<file path="src/rtl/hex_display_scanner.sv">
// Time-multiplexed N-digit hex 7-segment scanner with shadow register, leading-zero
// suppression, per-digit enable and a one-cycle dead time. Optional blink: HEX_DISPLAY_SCANNER_BLINK_EN.
module hex_display_scanner #(
  parameter int NUM_DIGITS  = 4,
  parameter int REFRESH_DIV = 50000,
  parameter int BLINK_DIV   = 25000000
) (
  input  logic                          clk,
  input  logic                          rst_n,
  input  logic [4*NUM_DIGITS-1:0]       value,
  input  logic                          load,
  input  logic                          lz_blank,
  input  logic [NUM_DIGITS-1:0]         digit_en,
`ifdef HEX_DISPLAY_SCANNER_BLINK_EN
  input  logic [NUM_DIGITS-1:0]         blink_mask,
`endif
  output logic [6:0]                    seg_out,
  output logic [NUM_DIGITS-1:0]         dig_sel,
  output logic [$clog2(NUM_DIGITS)-1:0] digit_idx
);

  localparam int IDX_W = $clog2(NUM_DIGITS);
  localparam int PW    = $clog2(REFRESH_DIV);

  if (NUM_DIGITS < 2 || NUM_DIGITS > 8 || REFRESH_DIV < 2 || BLINK_DIV < 2) begin : g_param_check
    $error("hex_display_scanner: parameter out of range");
  end

  logic [4*NUM_DIGITS-1:0] shadow_q, shadow_d;
  logic [PW-1:0]           presc_q, presc_d;
  logic [IDX_W-1:0]        idx_q, idx_d;
  logic [6:0]              seg_q, seg_d;
  logic [NUM_DIGITS-1:0]   sel_q, sel_d;
  logic                    tick;
  logic                    blink_hide;
  logic                    blank;
  logic [NUM_DIGITS-1:0]   lz_mask;
  logic                    upper_zero;
  logic [3:0]              nibble;

  function automatic logic [6:0] decode(input logic [3:0] h);
    case (h)
      4'h0:    decode = 7'b1111110;
      4'h1:    decode = 7'b0110000;
      4'h2:    decode = 7'b1101101;
      4'h3:    decode = 7'b1111001;
      4'h4:    decode = 7'b0110011;
      4'h5:    decode = 7'b1011011;
      4'h6:    decode = 7'b1011111;
      4'h7:    decode = 7'b1110000;
      4'h8:    decode = 7'b1111111;
      4'h9:    decode = 7'b1111011;
      4'hA:    decode = 7'b1110111;
      4'hB:    decode = 7'b0011111;
      4'hC:    decode = 7'b1001110;
      4'hD:    decode = 7'b0111101;
      4'hE:    decode = 7'b1001111;
      default: decode = 7'b1000111;
    endcase
  endfunction

  assign tick   = (presc_q == PW'(REFRESH_DIV - 1));
  assign nibble = shadow_q[4*idx_q +: 4];

  // lz_mask[i] is set when digit i (never digit 0) and everything above it is zero.
  always_comb begin
    upper_zero = 1'b1;
    lz_mask    = '0;
    for (int i = NUM_DIGITS - 1; i >= 0; i--) begin
      upper_zero = upper_zero & (shadow_q[4*i +: 4] == 4'h0);
      lz_mask[i] = upper_zero & (i > 0);
    end
  end

`ifdef HEX_DISPLAY_SCANNER_BLINK_EN
  localparam int BW = $clog2(BLINK_DIV);
  logic [BW-1:0] blink_cnt_q, blink_cnt_d;
  logic          phase_q, phase_d;

  always_comb begin
    blink_cnt_d = blink_cnt_q + BW'(1);
    phase_d     = phase_q;
    if (blink_cnt_q == BW'(BLINK_DIV - 1)) begin
      blink_cnt_d = '0;
      phase_d     = ~phase_q;
    end
  end

  always_ff @(posedge clk or negedge rst_n) begin
    if (!rst_n) begin
      blink_cnt_q <= '0;
      phase_q     <= 1'b0;
    end else begin
      blink_cnt_q <= blink_cnt_d;
      phase_q     <= phase_d;
    end
  end

  assign blink_hide = phase_q & blink_mask[idx_q];
`else
  assign blink_hide = 1'b0;
`endif

  assign blank = ~digit_en[idx_q] | (lz_blank & lz_mask[idx_q]) | blink_hide;

  // The tick cycle registers an all-off output: this is the anti-ghosting dead time.
  always_comb begin
    shadow_d = load ? value : shadow_q;
    presc_d  = tick ? '0 : presc_q + PW'(1);
    idx_d    = idx_q;
    if (tick) begin
      idx_d = (idx_q == IDX_W'(NUM_DIGITS - 1)) ? '0 : idx_q + IDX_W'(1);
    end
    sel_d = '0;
    seg_d = '0;
    if (!tick) begin
      sel_d[idx_q] = 1'b1;
      if (!blank) begin
        seg_d = decode(nibble);
      end
    end
  end

  always_ff @(posedge clk or negedge rst_n) begin
    if (!rst_n) begin
      shadow_q <= '0;
      presc_q  <= '0;
      idx_q    <= '0;
      seg_q    <= '0;
      sel_q    <= '0;
    end else begin
      shadow_q <= shadow_d;
      presc_q  <= presc_d;
      idx_q    <= idx_d;
      seg_q    <= seg_d;
      sel_q    <= sel_d;
    end
  end

  assign seg_out   = seg_q;
  assign dig_sel   = sel_q;
  assign digit_idx = idx_q;

endmodule

</file>
<file path="config.mk">
export PLATFORM = sky130hd
export DESIGN_NAME = hex_display_scanner
export DESIGN_NICKNAME = d
export VERILOG_FILES = /design/src/rtl/hex_display_scanner.sv
export SDC_FILE = /design/constraint.sdc
export NUM_CORES = 1
export LEC_CHECK = 0
export BUFFER_PORTS_ARGS = -buffer_cell sky130_fd_sc_hd__buf_2
export CAP_MARGIN = 10
export CORE_ASPECT_RATIO = 0.75
export CORE_UTILIZATION = 35
export CTS_BUF_LIST = sky130_fd_sc_hd__clkbuf_4 sky130_fd_sc_hd__clkbuf_8 sky130_fd_sc_hd__clkbuf_16
export CTS_CLUSTER_SIZE = 10
export DETAILED_ROUTE_END_ITERATION = 7
export GPL_ROUTABILITY_DRIVEN = 0
export MAX_ROUTING_LAYER = met4
export PLACE_DENSITY = 0.62
export SYNTH_ARGS = -nofsm -noshare
export SYNTH_HDL_FRONTEND = slang
export SYNTH_SLANG_ARGS = --single-unit
</file>
<file path="constraint.sdc">
create_clock -name clk -period 6.4 [get_ports clk]
set_clock_uncertainty 0.1 [all_clocks]
set_input_delay 0.96 -clock clk [delete_from_list [all_inputs] [get_ports clk]]
set_output_delay 0.96 -clock clk [all_outputs]
set_load 0.03 [all_outputs]
</file>
# ---- Word level (Yosys, flattened, before mapping)
# Memory sizes are Yosys's and may differ from the RTL's.
# Cells that the tools add are included.
dict set report op_classes {
  shift 1
  bitwise_logic 5
  reduce_logical 4
  n_addsub 2
  muxes 11
  magnitude_cmp 2
  eq_ne 2
}
# op count
set op_table {}
lappend op_table {{$add A16 B1 Y16 const B} 1}
lappend op_table {{$eq A16 B16 Y1 const B} 1}
lappend op_table {{$mux W16} 1}
lappend op_table {{$shiftx A16 B5 Y4} 1}
lappend op_table {{$mux W7} 2}
lappend op_table {{$logic_not A4 Y1} 3}
lappend op_table {{$bmux W1 S2} 2}
lappend op_table {{$mux W4} 1}
lappend op_table {{$and A1 B1 Y1} 3}
lappend op_table {{$lt A2 B3 Y1 const B} 1}
lappend op_table {{$mux W1} 3}
lappend op_table {{$add A2 B1 Y2 const B} 1}
lappend op_table {{$demux W1 S2} 1}
lappend op_table {{$eq A2 B2 Y1 const B} 1}
lappend op_table {{$ge A2 B1 Y1 const B} 1}
lappend op_table {{$mux W2} 1}
lappend op_table {{$logic_and A1 B1 Y1} 1}
lappend op_table {{$not A1 Y1} 1}
lappend op_table {{$or A1 B1 Y1} 1}
dict set report totals {
  rom_bits 112
  out_inout_bits 13
  inputBits 24
  reg_bits 45
  mem_count 1
}
# memory depth width rd rd_ports_with_merged_regs wr line_no
set memory_table {}
lappend memory_table {{(name not given)} 16 7 1 0 0 42} ;# case (h)

# ---- Logic depth before layout (Yosys ltp)
dict set report depth {
  depth_word 9
  ltp_mapped 9
  depth_no_buf 8
}

# ---- Worst setup path before layout
# Ideal clock, no wire load.
dict set report synth_timing {
  kind {register to register}
  start {reg idx_q[0] (netlist: digit_idx[0])}
  end {reg seg_q[5] (netlist: seg_out[5])}
  path_buffers 1
  setup_slack_ns 3.953
  period_less_slack_ns 2.447
  arrival_time_ns 2.252
  stages_incl_launch_ff 10
  t_required_ns 6.204
  cell_sequence {dfrtp_1 -> buf_4 -> mux4_2 -> inv_1 -> ha_1 -> inv_1 -> nor2_1 -> a21oi_1 -> nor2_1 -> a311oi_2}
}
dict set report synth_between {
  elab_chain_cells 6
  word_cells_on_any_way 11
  classes_between {shift: 1; mux: 6; bitwise: 3; memory: 1}
}
# element line_no
set synth_rtl {}
lappend synth_rtl {{start, declared} 31} ;# logic [IDX_W-1:0] idx_q, idx_d;
lappend synth_rtl {{start signal, assigned} 134} ;# idx_q <= idx_d;
lappend synth_rtl {{branches (longest 4 deep; another with $mem_v2 Z16 W7)} --}
lappend synth_rtl {{$mux W7 (*)} 118} ;# if (!blank) begin
lappend synth_rtl {{$mux W7 (*)} 116} ;# if (!tick) begin
lappend synth_rtl {{named net seg_d[5]} 32} ;# logic [6:0] seg_q, seg_d;
lappend synth_rtl {{end signal, assigned} 135} ;# seg_q <= seg_d;
lappend synth_rtl {{end, declared} 32}
# Mark *: on every way through the listed nets, which the timed path passes. The select of a mux whose other input is x is not followed.
# A chain may end at the register's enable or synchronous reset.

# ---- Worst setup path after layout
# Ends and elaborated chain as after synthesis.

==> flow_summary.yaml <==
sta:
  period_needed_ns: 2.562
  fin_hold_ws_ns: 0.3968
  period_share_pct: 40.02
  fmax_ghz: 0.3904
  worstMarginPinSlew_ns: 0.9954
  setup_violations: 0
  slew_violations: 0
  rsz0062_at_grt: "false"
  tns_ns: 0
  fin_ws_ns: 3.839
  slew_headroom_pct: 33.64
  finalHoldViolations: 0
finish:
  finalInstanceArea_um2: 2701
  drive_gt1_share_pct: 33.19
  synthToLayoutAreaGrowth_pct: 15.09
  multiInputGateArea_um2: 1144
  diodes: 0
  stdcell_count: 319
  nNetsFinal: 272
  fin_util_pct: 42.33
  num-fill-cells: 633
  seq_area_um2: 1126
hold_path:
  hp-class: "flop to flop"
route:
  drc: 0
  drtPass1Iterations: 4
  avgViaCountPerCell: 4.950
  vias: 1579
  wirelength_um: 4369
  wl_per_cell_um: 13.70
  initialDrtViolationCount: 83
  ant_nets: 0
clocking:
  clk_latency_ns: 0.29
  htreeDepth: 2
  clkSinkCount: 45
  postCtsSetupRepairBufs: 0
  clk_pin_slew_ns: 0.08
  cts-root-buf: "clkbuf_8"
  hold_buffers: 0
  cts_tree: "yes"
  post_cts_resized: 0
  clock_path_buffers: 2
  cts_buffers: 5
placement:
  port_buffers: 36
  post-dp-hpwl_um: 3201
  dp_slack_ns: 3.840
  detailed_place.area_um2: 2581
  place_inst: 311
synth:
  yosysTopAreaCellShare_pct: 47.97
  async_reset_ff_share_pct: 100.0
  ys_seq_elements: 45
  seq_area_frac_synth_pct: 47.97
  synth_edf_count: 0
  yosys.area.top_type: "dfrtp_1"
  syn_nets: 236
  synthFlopType: "dfrtp_1"
  yosysMostFrequentCell: "dfrtp_1"
  avgSynthCellArea_um2: 11.68
  synth_cell_type_count: 37
  ys_warn_count: 0
  synth_area_um2: 2347
  synthTopCellsByArea: "dfrtp_1 (48%), mux2_2 (9.6%), ha_1 (5.9%)"
  syn_inst: 201
  ys_top_cells_by_count: "dfrtp_1 (45), nor2_1 (23), mux2_2 (20), nand2_1 (14)"
floorplan:
  die_h_um: 72.92
  io_pins: 37
  core-area_um2: 6381
  start_util_pct: 36.78
  die_x_um: 96.56
  std_cell_rows: 25
  die_area_um2: 7041
global_route:
  grt_overflow: 0
  antenna_found_initial: 0
  grt_pass1_wl_um: 7617
  grt_max_degree: 46
  gr-usage-all-layers_pct: 14.95
  grt_pass1_vias: 1609
worst_setup_path:
  required_ns: 6.51
  start_kind: "flop"
  critical_path_class: "flop to flop"
  path_max_fanout: 14
  slowest_stage: "dfrtp_1"
  arrival_ns: 2.67
  critical_path.cell_chain: "mux4_2, inv_1, ha_1, inv_1, nor2_1, a21oi_1, nor2_1, a311oi_2"
  end_kind: "flop"
  cpPeakStageDelay_ns: 0.76
job:
  cap_violations: 0
power_and_ir_drop:
  vdd_drop_max_uv: 114.6
  power_leakage_nw: 1.247
  p_total_mw: 0.6247
  power.density_nw_per_um2: 231.3
status:
  status: "complete, no violations"
[cell usage in the layout (no fill, tap or decap), types with 2 or more instances in the layout]
cell / instances
nor3_1: 5
clkbuf_8: 6
a21oi_1: 5
and2b_1: 3
nand4_1: 4
nor4_1: 2
nor2_1: 23
xor2_1: 11
nor2b_1: 2
nand3_1: 6
inv_1: 8
buf_2: 36
ha_1: 11
mux4_2: 5
o21ai_0: 5
nand2_1: 14
nor3_2: 2
and3_1: 3
a211oi_2: 2
mux2_2: 20
xnor2_1: 5
dfrtp_1: 45
[worst max-delay path, delay by kind of cell, from the launching register on]
kind                       cells  cell delay [ns]
muxes                          1             0.66
and+or+nand+nor                2             0.11
DFF                            1             0.76
adders and majority gates      1             0.26
buffers and inverters          2             0.25
AOI/OAI and AO/OA              2             0.34
[cells by family (layout without fill, tap and decap cells)]
| family | Yosys count | after routing | share of synthesized area (%) |
|---|---|---|---|
| buffers and inverters | 15 | 52 | 3.305 |
| and+or+nand+nor | 70 | 70 | 15.30 |
| DFF | 45 | 45 | 47.97 |
| xor gates and xnor gates | 16 | 16 | 5.970 |
| adders and majority gates | 11 | 11 | 5.863 |
| AOI/OAI and AO/OA | 16 | 16 | 5.223 |
| muxes | 28 | 28 | 16.36 |
[state kept, by name (all words and copies together), names as in the netlist]
signal,cells
shadow_q,16
seg_out,7
dig_sel,4
presc_q,16
digit_idx,2
[where the power goes]
part / leakage, nW / switching [mW] / internal, mW
Combinational: 0.624 / 0.0497 / 0.0388
Sequential: 0.561 / 0.0115 / 0.299
Clock: 0.0619 / 0.0937 / 0.132
Total: 1.25 / 0.155 / 0.470
[path summary, 6_finish.rpt]
kind / slack [ns] / cells past startpoint / start / endpoint
min in group asynchronous: 0.72 / 1 / rst_n / presc_q[7]$_DFF_PN0_
min: 0.40 / 1 / presc_q[12]$_DFF_PN0_ / presc_q[12]$_DFF_PN0_
max in group asynchronous: 4.86 / 1 / rst_n / shadow_q[14]$_DFFE_PN0P_
max: 3.84 / 8 / digit_idx[0]$_DFFE_PN0N_ / seg_out[5]$_DFF_PN0_
min reg2reg: 0.40 / 1 / presc_q[12]$_DFF_PN0_ / presc_q[12]$_DFF_PN0_
max reg2reg: 3.84 / 8 / digit_idx[0]$_DFFE_PN0N_ / seg_out[5]$_DFF_PN0_
[final cells by class]
type / count / share of cell area [%]
well taps: 81 / 3.752
multi-input cells: 141 / 42.33
clock buffers: 7 / 3.335
inverters: 8 / 1.112
clock inverters: 1 / 1.112
flip-flops and latches: 45 / 41.69
repair buffers: 36 / 6.670
[per-layer routing]
layer / vias up / share of wire, % / global-route usage [%]
li1: 764 / - / -
met1: 768 / 54 / 21.90
met2: 40 / 40 / 19.95
met3: 7 / 5.1 / 3.542
met4: 0 / 1.5 / 5.392
met5: - / 0 / -
No activity file was read; power rests on OpenSTA's default activity.
